### src/rtl/pht_pkg.sv
// Shared branch constants for the pattern history table: index width
// default, two-bit counter encoding and the saturating update rule.
package pht_pkg;

  localparam int GHR_WIDTH_DEF = 10;
  localparam int CTR_W         = 2;
  localparam int TAKEN_BIT     = CTR_W - 1;

  localparam logic [CTR_W-1:0] CTR_INIT = 2'b01;  // weakly not-taken
  localparam logic [CTR_W-1:0] CTR_MIN  = 2'b00;
  localparam logic [CTR_W-1:0] CTR_MAX  = 2'b11;
  localparam logic [CTR_W-1:0] CTR_ONE  = 2'b01;

  typedef enum logic {
    ST_INIT = 1'b0,
    ST_RUN  = 1'b1
  } state_e;

  // Saturating two-bit counter step: only overflow/underflow is clamped.
  function automatic logic [CTR_W-1:0] ctr_sat_next(input logic [CTR_W-1:0] ctr,
                                                    input logic             taken);
    logic [CTR_W-1:0] res;
    if (taken) begin
      res = (ctr == CTR_MAX) ? CTR_MAX : (ctr + CTR_ONE);
    end else begin
      res = (ctr == CTR_MIN) ? CTR_MIN : (ctr - CTR_ONE);
    end
    return res;
  endfunction

endpackage

### src/rtl/pht_update_fifo.sv
// Small synchronous FIFO buffering {index, taken} counter updates until the
// RAM port is free. Flush empties it in one cycle.
module pht_update_fifo
  import pht_pkg::*;
#(
  parameter int IDX_W = GHR_WIDTH_DEF,
  parameter int DEPTH = 4
) (
  input  logic             clk,
  input  logic             flush,
  input  logic             push,
  input  logic [IDX_W-1:0] push_idx,
  input  logic             push_taken,
  input  logic             pop,
  output logic [IDX_W-1:0] head_idx,
  output logic             head_taken,
  output logic             full,
  output logic             empty
);

  localparam int AW = $clog2(DEPTH);
  localparam logic [AW:0] PTR_ONE = (AW+1)'(1);

  logic [IDX_W:0] mem_q [DEPTH];
  logic [AW:0]    wr_ptr_q, wr_ptr_d;
  logic [AW:0]    rd_ptr_q, rd_ptr_d;
  logic           do_push_s;
  logic           do_pop_s;

  assign empty     = (wr_ptr_q == rd_ptr_q);
  assign full      = (wr_ptr_q[AW] != rd_ptr_q[AW]) &&
                     (wr_ptr_q[AW-1:0] == rd_ptr_q[AW-1:0]);
  assign do_push_s = push && !full && !flush;
  assign do_pop_s  = pop && !empty && !flush;

  assign head_idx   = mem_q[rd_ptr_q[AW-1:0]][IDX_W:1];
  assign head_taken = mem_q[rd_ptr_q[AW-1:0]][0];

  // Pointer next-state: flush wins over push/pop.
  always_comb begin
    wr_ptr_d = wr_ptr_q;
    rd_ptr_d = rd_ptr_q;
    if (flush) begin
      wr_ptr_d = '0;
      rd_ptr_d = '0;
    end else begin
      if (do_push_s) begin
        wr_ptr_d = wr_ptr_q + PTR_ONE;
      end else begin
        wr_ptr_d = wr_ptr_q;
      end
      if (do_pop_s) begin
        rd_ptr_d = rd_ptr_q + PTR_ONE;
      end else begin
        rd_ptr_d = rd_ptr_q;
      end
    end
  end

  // Pointer registers.
  always_ff @(posedge clk) begin
    wr_ptr_q <= wr_ptr_d;
    rd_ptr_q <= rd_ptr_d;
  end

  // Entry storage; contents are don't-care while the slot is empty.
  always_ff @(posedge clk) begin
    if (do_push_s) begin
      mem_q[wr_ptr_q[AW-1:0]] <= {push_idx, push_taken};
    end
  end

endmodule

### src/rtl/pht_ctrl.sv
// PHT counter RAM controller: initialisation sweep after reset, then
// arbitration of the single RAM port between prediction lookups and
// queued read-modify-write counter updates.
module pht_ctrl
  import pht_pkg::*;
#(
  parameter int GHR_WIDTH   = GHR_WIDTH_DEF,
  parameter int QUEUE_DEPTH = 4
) (
  input  logic                 clk,
  input  logic                 rst,
  input  logic                 lookup_valid,
  input  logic [GHR_WIDTH-1:0] lookup_index,
  output logic                 lookup_ready,
  output logic                 pred_valid,
  output logic                 pred_taken,
  input  logic                 update_valid,
  input  logic [GHR_WIDTH-1:0] update_index,
  input  logic                 update_taken,
  output logic                 update_ready,
  output logic                 busy,
  output logic                 mem_en,
  output logic                 mem_we,
  output logic [GHR_WIDTH-1:0] mem_addr,
  output logic [CTR_W-1:0]     mem_wdata,
  input  logic [CTR_W-1:0]     mem_rdata
);

  localparam logic [GHR_WIDTH-1:0] LAST_IDX = '1;
  localparam logic [GHR_WIDTH-1:0] IDX_ONE  = {{(GHR_WIDTH-1){1'b0}}, 1'b1};

  state_e                state_q, state_d;
  logic [GHR_WIDTH-1:0]  sweep_q, sweep_d;
  logic                  ph2_valid_q, ph2_valid_d;   // RMW write owed this cycle
  logic [GHR_WIDTH-1:0]  ph2_idx_q, ph2_idx_d;
  logic                  ph2_taken_q, ph2_taken_d;
  logic                  pred_valid_q, pred_valid_d;

  logic                  q_full_s, q_empty_s, q_pop_s, q_push_s, q_flush_s;
  logic [GHR_WIDTH-1:0]  q_head_idx_s;
  logic                  q_head_taken_s;
  logic                  mem_en_s, mem_we_s, lookup_ready_s;
  logic [GHR_WIDTH-1:0]  mem_addr_s;
  logic [CTR_W-1:0]      mem_wdata_s;

  assign q_flush_s    = !rst;
  assign busy         = (state_q == ST_INIT);
  assign update_ready = rst && (state_q == ST_RUN) && !q_full_s;
  assign q_push_s     = update_valid && update_ready;

  pht_update_fifo #(
    .IDX_W (GHR_WIDTH),
    .DEPTH (QUEUE_DEPTH)
  ) u_fifo (
    .clk        (clk),
    .flush      (q_flush_s),
    .push       (q_push_s),
    .push_idx   (update_index),
    .push_taken (update_taken),
    .pop        (q_pop_s),
    .head_idx   (q_head_idx_s),
    .head_taken (q_head_taken_s),
    .full       (q_full_s),
    .empty      (q_empty_s)
  );

  // FSM next state, sweep counter and RAM port arbitration.
  always_comb begin
    state_d        = state_q;
    sweep_d        = sweep_q;
    ph2_valid_d    = 1'b0;
    ph2_idx_d      = ph2_idx_q;
    ph2_taken_d    = ph2_taken_q;
    pred_valid_d   = 1'b0;
    q_pop_s        = 1'b0;
    mem_en_s       = 1'b0;
    mem_we_s       = 1'b0;
    mem_addr_s     = '0;
    mem_wdata_s    = 2'b00;
    lookup_ready_s = 1'b0;
    case (state_q)
      ST_INIT: begin
        mem_en_s    = 1'b1;
        mem_we_s    = 1'b1;
        mem_addr_s  = sweep_q;
        mem_wdata_s = CTR_INIT;
        sweep_d     = sweep_q + IDX_ONE;
        if (sweep_q == LAST_IDX) begin
          state_d = ST_RUN;
        end else begin
          state_d = ST_INIT;
        end
      end
      ST_RUN: begin
        if (ph2_valid_q) begin
          // Phase 2: the phase-1 read data is on mem_rdata now.
          mem_en_s    = 1'b1;
          mem_we_s    = 1'b1;
          mem_addr_s  = ph2_idx_q;
          mem_wdata_s = ctr_sat_next(mem_rdata, ph2_taken_q);
        end else if (lookup_valid && !q_full_s) begin
          mem_en_s       = 1'b1;
          mem_addr_s     = lookup_index;
          lookup_ready_s = 1'b1;
          pred_valid_d   = 1'b1;
        end else if (!q_empty_s) begin
          // Phase 1: a full queue also lands here, ahead of lookups.
          mem_en_s    = 1'b1;
          mem_addr_s  = q_head_idx_s;
          q_pop_s     = 1'b1;
          ph2_valid_d = 1'b1;
          ph2_idx_d   = q_head_idx_s;
          ph2_taken_d = q_head_taken_s;
        end else begin
          mem_en_s = 1'b0;
        end
      end
      default: begin
        state_d = ST_INIT;
        sweep_d = '0;
      end
    endcase
  end

  // State registers; reset aborts any RMW and restarts the sweep.
  always_ff @(posedge clk) begin
    if (!rst) begin
      state_q      <= ST_INIT;
      sweep_q      <= '0;
      ph2_valid_q  <= 1'b0;
      ph2_idx_q    <= '0;
      ph2_taken_q  <= 1'b0;
      pred_valid_q <= 1'b0;
    end else begin
      state_q      <= state_d;
      sweep_q      <= sweep_d;
      ph2_valid_q  <= ph2_valid_d;
      ph2_idx_q    <= ph2_idx_d;
      ph2_taken_q  <= ph2_taken_d;
      pred_valid_q <= pred_valid_d;
    end
  end

  assign mem_en       = mem_en_s && rst;
  assign mem_we       = mem_we_s && rst;
  assign mem_addr     = mem_addr_s;
  assign mem_wdata    = mem_wdata_s;
  assign lookup_ready = lookup_ready_s && rst;
  assign pred_valid   = pred_valid_q;
  assign pred_taken   = pred_valid_q && mem_rdata[TAKEN_BIT];

endmodule

### config.mk
export PLATFORM = sky130hd
export DESIGN_NAME = pht_ctrl
export DESIGN_NICKNAME = d
export VERILOG_FILES = /design/src/rtl/pht_pkg.sv /design/src/rtl/pht_update_fifo.sv /design/src/rtl/pht_ctrl.sv
export SDC_FILE = /design/constraint.sdc
export NUM_CORES = 1
export LEC_CHECK = 0
export BUFFER_PORTS_ARGS = -buffer_cell sky130_fd_sc_hd__buf_2
export CAP_MARGIN = 20
export CORE_ASPECT_RATIO = 0.7
export CORE_MARGIN = 4
export CORE_UTILIZATION = 33
export DETAILED_ROUTE_END_ITERATION = 8
export GPL_TIMING_DRIVEN = 0
export PLACE_DENSITY = 0.58
export SETUP_SLACK_MARGIN = 0.4
export SLEW_MARGIN = 5
export SYNTH_ARGS = -nofsm -noshare
export SYNTH_HDL_FRONTEND = slang
export SYNTH_SLANG_ARGS = --single-unit
### constraint.sdc
create_clock -name clk -period 1.84 [get_ports clk]
set_input_delay 0.092 -clock clk [delete_from_list [all_inputs] [get_ports clk]]
set_output_delay 0.092 -clock clk [all_outputs]
set_load 0.01 [all_outputs]
==> impl_metrics.json, run 1 <==
{
  "status": "finished with violations",
  "violations": "negative setup slack",
  "p_per_area_nw_per_um2": 749,
  "path_class": "reg2out",
  "core_area_sq_um": 9910,
  "avgSynthCellArea_sq_um": 12.5,
  "place_inst": 448,
  "grt_pass1_wl_mm": 12.8,
  "max_slew_margin": 0.664,
  "numPortBuffers": 45,
  "period_share": 1.08,
  "fin_nets": 402,
  "placedInstanceArea_sq_um": 3880,
  "fmax_ghz": 0.501,
  "drt-wirelength-per-cell_microns": 17.0,
  "drt_iter0_drc": 121,
  "areaGrowthSynthToFinish_pct": 38.7,
  "synth_nets": 308,
  "place.gp.congestion": 0.804,
  "ios": 46,
  "maxCapViolCount": 0,
  "start_util": 0.346,
  "hold_viol": 0,
  "synth_warnings": 0,
  "antenna_left": 0,
  "drv_slew": 0,
  "clockBufferDepth": 2,
  "cts-buffers-inserted": 9,
  "synth_edf_count": 44,
  "cts.htree.levels": 3,
  "rsz0062_at_grt": "yes",
  "route.detailed.drc": 0,
  "cts-root-buf": "clkbuf_16",
  "cts_tree": "built",
  "ys_ff_latch": 76,
  "worstSetupEndpointType": "output pin",
  "cp.arrival_ns": 1.90,
  "fin_skew_ns": 0.00756,
  "use_met1": 0.208,
  "vdd_drop_max_uv": 554,
  "grt_overflow": 0,
  "setup_viol": 10,
  "synthCells": 275,
  "die_h_microns": 93.3,
  "hp-class": "in2reg",
  "tightestPinTransition_ns": 0.504,
  "viasPerCell": 5.00,
  "period_minus_slack_ns": 2.00,
  "total_power_uw": 3560,
  "start_kind": "flop",
  "cp_slowest_cell": "mux4_2",
  "drive_above_1_share": 0.398,
  "antenna_found_initial": 0,
  "dp_hpwl_mm": 5.56,
  "wirelength_mm": 8.53,
  "clock-sinks": 76,
  "crit_path_max_fanout": 5,
  "worst_slack_ns": -0.156,
  "dr.pass1.iters": 4,
  "busiest_layer": "met1",
  "synth_ff_type": "edfxtp_1",
  "num_vias": 2512,
  "insertion_delay_ns": 0.34,
  "fin_util": 0.480,
  "grt_max_degree": 15,
  "syn_area_sq_um": 3430,
  "synth_cell_type_count": 44,
  "track_usage": 0.141,
  "cpPeakStageDelay_ns": 0.53,
  "stdcell_count": 502,
  "dp_slack_ns": 0.00126,
  "stdcell_area_sq_um": 4750,
  "crit_chain": "buf_12 -> mux4_2 -> a221o_1 -> buf_2",
  "die_width_microns": 130,
  "first_global_vias": 2394,
  "p_leak_uw": 0.00174,
  "yosysSeqAreaShare": 0.572,
  "layout_common_cells": "buf_2 (44), edfxtp_1 (44), nand2_1 (28)",
  "die-area_sq_um": 12100,
  "use_met2": 0.203,
  "clkTransAtPathRegs_ns": 0.06,
  "num_rows": 30,
  "use_met3": 0.0400,
  "cp.required_ns": 1.75,
  "diodes": 0,
  "async_flop_share": 0
}
## routing by layer
metal  vias to the layer above  wire length (microns)
li1                       1223                      -
met1                      1214                   4050
met2                        65                   3860
met3                        10                    533
met4                         0                     89
met5                         -                      0
## power breakdown
part,internal (uW),switching [uW]
registers,1790,10.0
clock network,917,719
logic,64.2,59.8
## layout make-up
class	count	area (sq um)
Clock inverter	7	50.0
Multi-Input combinational cell	178	1520
Timing Repair Buffer	83	641
Inverter	5	18.8
Sequential cell	76	1990
Clock buffer	9	225
Fill cell	907	5160
Buffer	16	150
Tap cell	128	160
## worst paths after layout
kind	startpoint	endpoint	slack, ns	cells past startpoint
worst max-delay path	flop	mem_addr[6]	-0.16	4
worst min-delay path	update_valid	u_fifo.wr_ptr_q[0]	0.19	4
worst max register to register	u_fifo.rd_ptr_q[0]	u_fifo.mem_q[3][10]	0.02	5
worst min register to register	ph2_idx_q[7]	ph2_idx_q[7]	0.47	2
## worst max-delay path, delay by kind of cell, from the launching register on
kind                   cells  cell delay, ns
multiplexers               1            0.53
buffers and inverters      2            0.28
flip-flops                 1            0.39
AO/OA/AOI/OAI              1            0.36
## registers in the layout (all words and copies together) (netlist names), named ones only
name             flops
ph2_idx_q           10
ph2_taken_q          1
ph2_valid_q          1
pred_valid           1
state_q              1
sweep_q             10
u_fifo.mem_q        44
u_fifo.rd_ptr_q      3
u_fifo.wr_ptr_q      3
## cells in the mapped netlist (3+ instances only)
library cell,count,area share
a21boi_0,10,0.022
a21oi_1,10,0.015
a221o_1,9,0.026
and2_1,16,0.029
and3_1,4,0.0073
and4_1,3,0.0077
buf_2,3,0.0044
buf_6,3,0.0099
clkbuf_1,8,0.0088
dfxtp_1,32,0.19
edfxtp_1,44,0.39
ha_1,6,0.022
inv_1,5,0.0055
mux2i_1,7,0.020
mux4_2,11,0.072
nand2_1,28,0.031
nand2b_1,3,0.0055
nand3_1,14,0.020
nor2_1,8,0.0088
o21ai_0,15,0.022
xnor2_1,6,0.015
## cell families (layout without fill, tap and decap cells)
family / count (synthesis) / after routing / share of synthesized area
simple gates: 88 / 88 / 0.137
flops: 76 / 76 / 0.572
compound gates: 55 / 55 / 0.112
buf+inv: 21 / 120 / 0.0310
mux: 18 / 18 / 0.0927
xor+xnor: 10 / 10 / 0.0299
fa+ha+maj: 7 / 7 / 0.0248
## timing repair
item,4_1_cts,5_1_grt
gates resized for setup,28,59
hold buffers,11,0
cloned,1,2
setup endpoints to repair,80,80
endpoints found under the hold margin,44,0
pin swaps,13,24
buffers inserted,16,8
## metrics by stage
stage / hold slack (ns) / setup TNS (ns)
6_report: 0.191 / -1.35
5_1_grt: 0.203 / -3.59
4_1_cts: 0.172 / -1.33
3_5_place_dp: 0.316 / 0
3_3_place_gp: 0.305 / -0.00571
2_1_floorplan: 0.191 / 0
Power figures use the tool's default switching activity.
==> run 2: changes to the inputs <==
- CELL_PAD_IN_SITES_DETAIL_PLACEMENT: unset -> 0
- CELL_PAD_IN_SITES_GLOBAL_PLACEMENT: unset -> 1
- PLACE_DENSITY: 0.58 -> 0.68
- clock period: 1.84 -> 1.8 ns (I/O delays scaled with it)
==> run 2 against run 1 <==
Effect of this change:
- global-route usage grew 2.1 points
- critical path type unchanged
- combinational power grew 6%
- the run still ends with negative setup slack left
- critical endpoint is now mem_addr[5]
- wire length grew 8.0%
==> impl_metrics.json, run 2 (synthesized netlist as in run 1, its figures left out) <==
{
  "ios": 46,
  "stdcell_count": 509,
  "max_slew_margin": 0.635,
  "cp.required_ns": 1.71,
  "worst_slack_ns": -0.209,
  "period_share": 1.12,
  "largest_reg_flops": 44,
  "status": "finished with violations",
  "fin_util": 0.500,
  "start_kind": "flop",
  "setup_viol": 12,
  "antenna_left": 0,
  "p_per_area_nw_per_um2": 784,
  "fin_nets": 409,
  "die-area_sq_um": 12100,
  "first_global_vias": 2556,
  "clkTransAtPathRegs_ns": 0.06,
  "dp_hpwl_mm": 5.56,
  "rsz0062_at_grt": "yes",
  "die_width_microns": 130,
  "fin_skew_ns": 0.00839,
  "p_leak_uw": 0.00181,
  "drt_iter0_drc": 171,
  "fmax_ghz": 0.498,
  "tightestPinTransition_ns": 0.548,
  "vdd_drop_max_uv": 532,
  "cts.htree.levels": 3,
  "insertion_delay_ns": 0.34,
  "core_area_sq_um": 9910,
  "num_vias": 2599,
  "place.gp.congestion": 0.763,
  "path_class": "reg2out",
  "place_inst": 448,
  "num_rows": 30,
  "cts-buffers-inserted": 9,
  "track_usage": 0.162,
  "hold_viol": 0,
  "antenna_found_initial": 0,
  "grt_max_degree": 14,
  "wirelength_mm": 9.21,
  "cts-root-buf": "clkbuf_16",
  "drv_slew": 0,
  "clock-sinks": 76,
  "diodes": 0,
  "layout_common_cells": "edfxtp_1 (44), buf_2 (43), nand2_1 (28)",
  "areaGrowthSynthToFinish_pct": 44.7,
  "grt_overflow": 0,
  "numPortBuffers": 45,
  "cp.arrival_ns": 1.92,
  "dr.pass1.iters": 4,
  "route.detailed.drc": 0,
  "die_h_microns": 93.3,
  "start_util": 0.346,
  "hp-class": "in2reg",
  "maxCapViolCount": 0,
  "drt-wirelength-per-cell_microns": 18.1,
  "grt_pass1_wl_mm": 14.8,
  "clockBufferDepth": 2,
  "drive_above_1_share": 0.433,
  "worstSetupEndpointType": "output pin",
  "crit_path_max_fanout": 4,
  "cts_tree": "built",
  "viasPerCell": 5.11,
  "violations": "negative setup slack",
  "mostFrequentLayoutCell": "edfxtp_1",
  "period_minus_slack_ns": 2.01
}
==> run 2: changes by cell type in the layout (fill, tap and decap cells not counted), sizes merged <==
cell / previous run / this run
and2: 16 / 20
clkbuf: 17 / 20
bufinv: 0 / 2
clkinvlp: 2 / 0
a31oi: 1 / 2
inv: 7 / 6
==> run 2: through the flow <==
stage | area, sq um | hold slack (ns) | power, uW | TNS (ns) | setup slack [ns]
after global placement | 3880 | 0.303 | 1990 | -0.00469 | -0.00469
after CTS | 4790 | 0.269 | 3910 | -1.85 | -0.197
after global routing | 4960 | 0.359 | 4020 | -2.61 | -0.256
final | 4960 | 0.343 | 3890 | -1.98 | -0.209
after detailed placement | 3880 | 0.310 | 1990 | -0.0772 | -0.00744
after floorplan | 3500 | 0.189 | 1930 | 0 | 0.248
==> run 2: timing repair <==
| item | 4_1_cts | 5_1_grt |
|---|---|---|
| setup endpoints to repair | 83 | 82 |
| hold endpoints to repair | 44 | 0 |
| gates cloned | 7 | 1 |
| pin swaps | 19 | 21 |
| setup buffers | 20 | 6 |
| hold buffers | 11 | 0 |
| gates resized for setup | 75 | 34 |
==> run 2: path summary, 6_finish.rpt <==
path / to / slack [ns] / from / cells after the start
worst min-delay path: sweep_q[2] / 0.34 / rst / 3
worst max register to register: u_fifo.rd_ptr_q[0] / 0.10 / u_fifo.rd_ptr_q[0] / 8
worst min register to register: ph2_idx_q[8] / 0.47 / ph2_idx_q[8] / 2
worst max-delay path: mem_addr[5] / -0.21 / u_fifo.wr_ptr_q[1] / 7
==> run 2: metal layers <==
metal	up-vias	GRT usage	wire length, microns
met2	64	0.246	4320
met3	14	0.0439	411
met4	0	0.0450	109
li1	1244	-	-
met1	1277	0.230	4370
met5	-	0	0
==> run 2: cell type report <==
type / count / area (sq um)
buffer: 16 / 169
tap: 128 / 160
clock buffer: 10 / 229
clock inverter: 6 / 87.6
inverter: 5 / 18.8
fill: 876 / 4950
timing repair buffer: 85 / 664
multi-input combinational: 183 / 1630
sequential: 76 / 1990
==> run 2: report_power, final <==
part / leakage (uW) / switching [uW] / internal (uW) / total [uW]
clock: 0.000157 / 698 / 1220 / 1910
sequential: 0.000661 / 9.31 / 1830 / 1840
combinational: 0.000996 / 64.5 / 66.4 / 131
total: 0.00181 / 772 / 3110 / 3890
==> run 2: worst max-delay path, stage by stage, from the launching register on <==
cell,delay (ns)
dfxtp_4,0.36
xnor2_4,0.22
buf_12,0.14
nand3_4,0.07
and3_4,0.18
clkbuf_16,0.15
a221o_1,0.33
buf_2,0.14
==> run 3: changes to the inputs <==
- CELL_PAD_IN_SITES_DETAIL_PLACEMENT: 0 -> 1
==> run 3 against run 2 <==
Effect of this change:
- the flow still finishes with violations (negative setup slack)
- clock skew down 0.0017 ns
- wire length is 17% higher
- sequential power hardly changed
- critical path type unchanged
- critical endpoint is now mem_addr[1]
- clock-buffer cell count is 1 lower
==> impl_metrics.json, run 3 (synthesized netlist as in run 1, its figures left out) <==
{
  "p_leak_uw": 0.00186,
  "period_minus_slack_ns": 2.03,
  "dr.pass1.iters": 4,
  "crit_path_max_fanout": 5,
  "worstSetupEndpointType": "output pin",
  "ios": 46,
  "drt_iter0_drc": 166,
  "tightestPinTransition_ns": 0.544,
  "track_usage": 0.182,
  "violations": "negative setup slack",
  "clkTransAtPathRegs_ns": 0.06,
  "largest_reg_flops": 44,
  "setup_viol": 11,
  "layout_common_cells": "edfxtp_1 (44), buf_2 (43), nand2_1 (26)",
  "start_util": 0.346,
  "start_kind": "flop",
  "num_vias": 2707,
  "worst_slack_ns": -0.231,
  "fin_nets": 415,
  "die-area_sq_um": 12100,
  "path_class": "reg2out",
  "drive_above_1_share": 0.457,
  "fmax_ghz": 0.492,
  "place.gp.congestion": 0.763,
  "cts-buffers-inserted": 9,
  "stdcell_area_sq_um": 5050,
  "die_width_microns": 130,
  "num_rows": 30,
  "vdd_drop_max_uv": 635,
  "fin_skew_ns": 0.00666,
  "fin_util": 0.509,
  "cts.htree.levels": 3,
  "dp_hpwl_mm": 5.99,
  "antenna_found_initial": 0,
  "diodes": 0,
  "wirelength_mm": 10.8,
  "hp-class": "in2reg",
  "clockBufferDepth": 2,
  "drt-wirelength-per-cell_microns": 21.0,
  "core_area_sq_um": 9910,
  "grt_max_degree": 15,
  "grt_overflow": 0,
  "mostFrequentLayoutCell": "edfxtp_1",
  "period_share": 1.13,
  "route.detailed.drc": 0,
  "grt_pass1_wl_mm": 16.0,
  "placedInstanceArea_sq_um": 3880,
  "maxCapViolCount": 0,
  "cts_tree": "built",
  "regArea_sq_um": 2000,
  "die_h_microns": 93.3,
  "status": "finished with violations",
  "first_global_vias": 2783,
  "hold_viol": 0,
  "numPortBuffers": 45,
  "cp.required_ns": 1.71,
  "cp.arrival_ns": 1.94,
  "drv_slew": 0,
  "p_per_area_nw_per_um2": 781,
  "max_slew_margin": 0.637,
  "clock-sinks": 76,
  "viasPerCell": 5.26,
  "rsz0062_at_grt": "yes",
  "fillers": 1032,
  "areaGrowthSynthToFinish_pct": 47.2,
  "multiInputGateArea_sq_um": 1650,
  "dp_slack_ns": -0.0164,
  "antenna_left": 0,
  "cts-root-buf": "clkbuf_16",
  "insertion_delay_ns": 0.35
}
-- run 3: cell count changes in the layout (fill, tap and decap cells not counted), moves of 2 or more --
cell      delta
nand3_2      +7
nand3_1      -6
o21ai_2      -4
o21ai_1      +5
nand2_2      +2
nand2_1      -2
buf_8        +2
buf_4        +5
clkinv_2     -2
-- run 3: metrics by stage --
step	total power, uW	TNS, ns	std cells	hold WS (ns)
2_1_floorplan	1930	0	275	0.189
3_3_place_gp	1990	-0.00469	448	0.303
3_5_place_dp	1990	-0.200	448	0.308
4_1_cts	3950	-1.63	504	0.254
5_1_grt	4060	-3.07	515	0.361
6_report	3940	-2.18	515	0.337
-- run 3: cell type report --
type                       instances  share of cell area
sequential                        76               0.396
multi-input combinational        183               0.327
timing repair buffer              91               0.144
clock buffer                       9              0.0446
buffer                            16              0.0342
tap                              128              0.0317
clock inverter                     7              0.0193
inverter                           5             0.00372
-- run 3: metal layers --
metal | share of wire | vias up | global-route usage
met1 | 0.41 | 1370 | 0.234
li1 | - | 1247 | -
met3 | 0.060 | 18 | 0.0525
met4 | 0.020 | 0 | 0.0606
met5 | 0 | - | 0
met2 | 0.51 | 72 | 0.296
-- run 3: final timing paths --
check / from / to / slack [ns] / cells past startpoint
max reg2reg: u_fifo.rd_ptr_q[0] / u_fifo.mem_q[3][10] / 0.01 / 6
min reg2reg: ph2_idx_q[4] / ph2_idx_q[4] / 0.47 / 2
min: rst / sweep_q[2] / 0.34 / 3
max: u_fifo.rd_ptr_q[0] / mem_addr[1] / -0.23 / 6
-- run 3: what timing repair did --
action                                 4_1_cts  5_1_grt
endpoints found under the hold margin       44        0
gates resized for setup                     80       42
hold buffers                                11        0
pin swaps                                   28       25
setup buffers                               22        9
setup endpoints to repair                   83       82
gates cloned                                 7        2
-- run 3: worst max-delay path, cell delays in order (launching register included) --
cell and delay, ns:
dfxtp_4 0.37, xnor2_4 0.24, nand3_2 0.14, and3_4 0.21
buf_8 0.13, a221o_1 0.34, buf_2 0.15
-- run 3: power breakdown --
part | switching, uW | leakage (uW) | internal [uW]
sequential | 9.20 | 0.000662 | 1830
clock | 745 | 0.000154 | 1220
combinational | 67.1 | 0.00104 | 67.3
total | 821 | 0.00186 | 3120
